$ cat src/rtl/crypto_issue_ctrl.sv
// Issue sequencer for the shared multi-cycle scalar-crypto unit: latches a decoded op,
// starts the unit, stalls the pipeline until done/timeout, then writes back one register.
module crypto_issue_ctrl #(
   parameter int unsigned XLEN    = 32,
   parameter int unsigned OP_W    = 20,
   parameter int unsigned TIMEOUT = 64
) (
   input  logic            clk,
   input  logic            rst,
   input  logic            issue_valid,
   input  logic [OP_W-1:0] issue_op,
   input  logic [XLEN-1:0] issue_rs1,
   input  logic [XLEN-1:0] issue_rs2,
   input  logic [4:0]      issue_rd,
   input  logic            flush,
   output logic            stall,
   output logic            illegal_o,
   output logic            cu_start,
   output logic [OP_W-1:0] cu_op,
   output logic [XLEN-1:0] cu_a,
   output logic [XLEN-1:0] cu_b,
   input  logic            cu_done,
   input  logic [XLEN-1:0] cu_result,
   output logic            wb_we,
   output logic [4:0]      wb_rd,
   output logic [XLEN-1:0] wb_data,
   output logic            err_o
);

   localparam int unsigned CNT_W  = $clog2(TIMEOUT);
   localparam int unsigned HOT_W  = 18;
   localparam logic [CNT_W-1:0] CNT_LAST = CNT_W'(TIMEOUT - 1);

   typedef enum logic [2:0] {
      S_IDLE,
      S_ISSUE,
      S_WAIT,
      S_WB,
      S_DRAIN
   } state_t;

   state_t           state;
   logic [CNT_W-1:0] count;
   logic [4:0]       dest_rd;

   logic [HOT_W-1:0] hot;
   logic             legal;
   logic             accept;
   logic             at_last;

   // Exactly one of the 18 op bits must be set; byte-select bits are not part of the check.
   always_comb begin
      hot     = issue_op[HOT_W-1:0];
      legal   = (hot != '0) && ((hot & (hot - HOT_W'(1))) == '0);
      accept  = issue_valid & legal & ~flush;
      at_last = (count == CNT_LAST);
   end

   // Stall is combinational so decode is held in the same cycle the op is seen.
   always_comb begin
      stall     = 1'b0;
      illegal_o = 1'b0;
      if (rst) begin
         case (state)
            S_IDLE: begin
               stall     = accept;
               illegal_o = issue_valid & ~legal;
            end
            S_ISSUE, S_WAIT: stall = 1'b1;
            S_DRAIN:         stall = issue_valid;
            default:         stall = 1'b0;
         endcase
      end
   end

   always_ff @(posedge clk) begin
      if (!rst) begin
         state    <= S_IDLE;
         count    <= '0;
         dest_rd  <= '0;
         cu_start <= 1'b0;
         cu_op    <= '0;
         cu_a     <= '0;
         cu_b     <= '0;
         wb_we    <= 1'b0;
         wb_rd    <= '0;
         wb_data  <= '0;
         err_o    <= 1'b0;
      end else begin
         cu_start <= 1'b0;
         wb_we    <= 1'b0;
         wb_rd    <= '0;
         wb_data  <= '0;
         err_o    <= 1'b0;
         case (state)
            S_IDLE: begin
               if (accept) begin
                  cu_op    <= issue_op;
                  cu_a     <= issue_rs1;
                  cu_b     <= issue_rs2;
                  dest_rd  <= issue_rd;
                  cu_start <= 1'b1;
                  state    <= S_ISSUE;
               end
            end
            S_ISSUE: begin
               count <= '0;
               state <= flush ? S_DRAIN : S_WAIT;
            end
            S_WAIT: begin
               // Flush wins: the unit cannot be aborted, so wait it out in DRAIN.
               if (flush) begin
                  if (!at_last) count <= count + CNT_W'(1);
                  state <= S_DRAIN;
               end else if (cu_done) begin
                  wb_we   <= (dest_rd != 5'd0);
                  wb_rd   <= dest_rd;
                  wb_data <= cu_result;
                  state   <= S_WB;
               end else if (at_last) begin
                  wb_we   <= (dest_rd != 5'd0);
                  wb_rd   <= dest_rd;
                  wb_data <= '0;
                  err_o   <= 1'b1;
                  state   <= S_WB;
               end else begin
                  count <= count + CNT_W'(1);
               end
            end
            S_WB: begin
               state <= S_IDLE;
            end
            S_DRAIN: begin
               if (cu_done || at_last) begin
                  state <= S_IDLE;
               end else begin
                  count <= count + CNT_W'(1);
               end
            end
            default: state <= S_IDLE;
         endcase
      end
   end

endmodule

$ cat config.mk
export PLATFORM = sky130hd
export DESIGN_NAME = crypto_issue_ctrl
export DESIGN_NICKNAME = d
export VERILOG_FILES = /design/src/rtl/crypto_issue_ctrl.sv
export SDC_FILE = /design/constraint.sdc
export NUM_CORES = 1
export LEC_CHECK = 0
export CELL_PAD_IN_SITES_DETAIL_PLACEMENT = 1
export CELL_PAD_IN_SITES_GLOBAL_PLACEMENT = 1
export CORE_ASPECT_RATIO = 2
export CORE_MARGIN = 1
export CORE_UTILIZATION = 30
export DETAILED_ROUTE_END_ITERATION = 12
export PLACE_DENSITY_LB_ADDON = 0.1
export RECOVER_POWER = 50
export SYNTH_ARGS = -nofsm -noshare
export SYNTH_HDL_FRONTEND = slang
export SYNTH_SLANG_ARGS = --single-unit
$ cat constraint.sdc
create_clock -name clk -period 7.37 [get_ports clk]
set_clock_uncertainty 0.1 [all_clocks]
set_input_delay 2.211 -clock clk [delete_from_list [all_inputs] [get_ports clk]]
set_output_delay 2.211 -clock clk [all_outputs]
set_load 0.005 [all_outputs]
==> flow_summary.ini <==
[final_layout]
drive_gt1_frac = 0.0813
layout_common_cells = dfxtp_1 (138), dlygate4sd3_1 (126), clkdlybuf4s50_1 (123)
area_delta_synth_final_pct = 59.8
finish.utilization = 0.490
diodes = 0
fill_cells = 2054
nets = 963
final_common_cell = dfxtp_1

[power]
peakVddDrop_uv = 200
leakagePower_nw = 3.49
power_density_mw_per_mm2 = 206

[synthesis]
syn-cell-area_mm2 = 0.00545
syn_nets = 735
avgSynthCellArea_um2 = 8.97
synth-seq-area-share = 0.507
yosysWarnings = 0
ys_types = 48
postSynthCellCount = 608
synthFlopType = dfxtp_1
ys_seq_elements = 138
ys_async_sr_fraction = 0
synth_edf_count = 0

[global_routing]
gr-total-overflow = 0
grt.total_usage = 0.223
grt_first_pass_wirelength_mm = 32.7
use_met2 = 0.415
grt_util_met1 = 0.225
antenna_found_initial = 0
busiest_layer = met2
grt_pass1_vias = 6123
grt_max_degree = 96
gr-usage-met3 = 0.0583

[critical_path]
reg2reg_slack_ps = 4660
reg2reg_depth = 7
crit_slowest_cell = or4_1
cp_top_family = simple AND/OR/NAND/NOR gates
critPathBufInv = 3
worst_setup_path_end_kind = output port
worstReg2RegStart = count[0]
crit_path_start_kind = input port
worstPathRequired_ps = 5060
critical_path_class = in -> out
cp_data_arrival_time_ps = 4910
r2r-end = count[2]
crit_chain = clkdlybuf4s50_1, or4_1, or4_4, o21a_1, o211a_4, buf_4, a2111oi_4, clkbuf_2
critical_path.max_stage_delay_ps = 540
crit_fanout = 3

[min_path]
hold-path-endpoint = cu_a[27]
hp-start = cu_a[27]
hold_depth = 2
hp-class = reg -> reg

[floorplan]
core_mm2 = 0.0178
die_w_um = 97.3
boundaryPins = 252
start_util = 0.307
rows = 69
fp.dieH_um = 193
die_area_mm2 = 0.0188

[detailed_routing]
antenna_left = 0
wl_per_cell_um = 19.6
drt_iter0_drc = 182
dr.pass1.iters = 4
viasPerCell = 5.43
vias = 5762
drc = 0
wl_mm = 20.8

[sta]
hold_viol = 0
whs_ps = 371
slew_violations = 96
rsz0062_at_grt = no
slew_headroom = -1.95
finalSetupViolations = 0
layout_worst_path_cycle_share = 0.980
fin_setup_tns_ps = 0
worst_slew_pin_slew_ps = 4420
period_minus_slack_ps = 7220
fmax_mhz = 138

[placement]
io_buffers = 251
hpwl_mm = 14.0
gp_congestion = 0.892

[run_status]
status = complete, but fails checks
violations = max-capacitance violations, max-slew violations

[clock_tree]
h-tree-depth = 4
clk_pin_slew_ps = 70
clk_latency_ps = 420
clockBufferDepth = 2
root_buffer = clkbuf_16
cts_tree = built
ctsHoldBuffers = 0
cts_buffers = 17
cts_sinks = 138

[run]
drv_cap = 1
[report_power, final]
part           switching [W]  internal [W]  leakage, nW
Clock               0.000353      0.000574        0.304
Sequential     0.00000000245      0.000746         1.11
Combinational      0.0000495     0.0000682         2.08
[worst reg2reg max path, delay by kind of cell (launching register included)]
family | cells | cell delay (ps)
adder cells (fa/ha/maj) | 1 | 220
AO/OA/AOI/OAI | 1 | 160
flip-flops | 1 | 340
AND/OR/NAND/NOR | 5 | 1780
[synthesized netlist by cell type (7+ instances only)]
library cell	n	area share
dfxtp_1	138	0.51
a21oi_1	98	0.090
nand4_1	89	0.10
o21ai_0	83	0.076
clkbuf_1	47	0.032
and3_1	35	0.040
nor2_1	19	0.013
buf_6	10	0.021
o21ai_1	10	0.0092
clkbuf_2	7	0.0064
nor3_1	7	0.0064
[what timing repair did]
item,4_1_cts,5_1_grt
resized for setup,3,2
pin swaps,1,0
buffers inserted,1,0
endpoints found under the setup margin,2,1
[final cells by class]
cell class | count | area (um^2) | area share
sequential | 138 | 2760 | 0.317
timing repair buffer | 276 | 2690 | 0.308
multi-input combinational | 401 | 2350 | 0.270
clock buffer | 17 | 425 | 0.0488
tap | 213 | 267 | 0.0306
clock inverter | 15 | 214 | 0.0246
inverter | 2 | 7.51 | 0.000862
[logic make-up after synthesis]
kind of cell / Yosys count / share of synthesized area
buffers and inverters: 69 / 0.0654
AOI/OAI and AO/OA: 209 / 0.212
muxes: 1 / 0.00184
xor gates and xnor gates: 5 / 0.00803
and+or+nand+nor: 184 / 0.202
DFF: 138 / 0.507
adders and majority gates: 2 / 0.00413
[routing by layer]
metal	vias to the layer above	wire length, um	share of wire
li1	2718	-	-
met1	2795	7400	0.36
met2	196	11400	0.55
met3	53	1150	0.055
met4	0	869	0.042
met5	-	0	0
[stage by stage]
step / area, um^2 / worst slack, ps / instances / power (W)
after global routing: 8710 / 75.6 / 1062 / 0.00185
after CTS: 8720 / 17.6 / 1062 / 0.00181
after global placement: 8080 / -82.6 / 1029 / 0.000878
after detailed placement: 8080 / -103 / 1029 / 0.000880
after floorplan: 5450 / 615 / 608 / 0.000792
final: 8710 / 146 / 1062 / 0.00179
[worst max path at each step]
stage,cells past startpoint,slack [ps],from,to
finish,8,150,issue_op[1],illegal_o
global route,8,80,issue_op[1],illegal_o
CTS,8,20,issue_op[1],illegal_o
detailed placement,7,-100,issue_op[2],illegal_o
global placement,7,-80,issue_op[2],illegal_o
floorplan,9,620,issue_op[1],stall
[sequential cells by signal (all words and copies together) (netlist names)]
register,flops
err_o,1
wb_rd,5
cu_b,32
cu_op,20
dest_rd,5
wb_we,1
wb_data,32
cu_a,32
cu_start,1
count,6
state,3
Power figures use the tool's default switching activity.
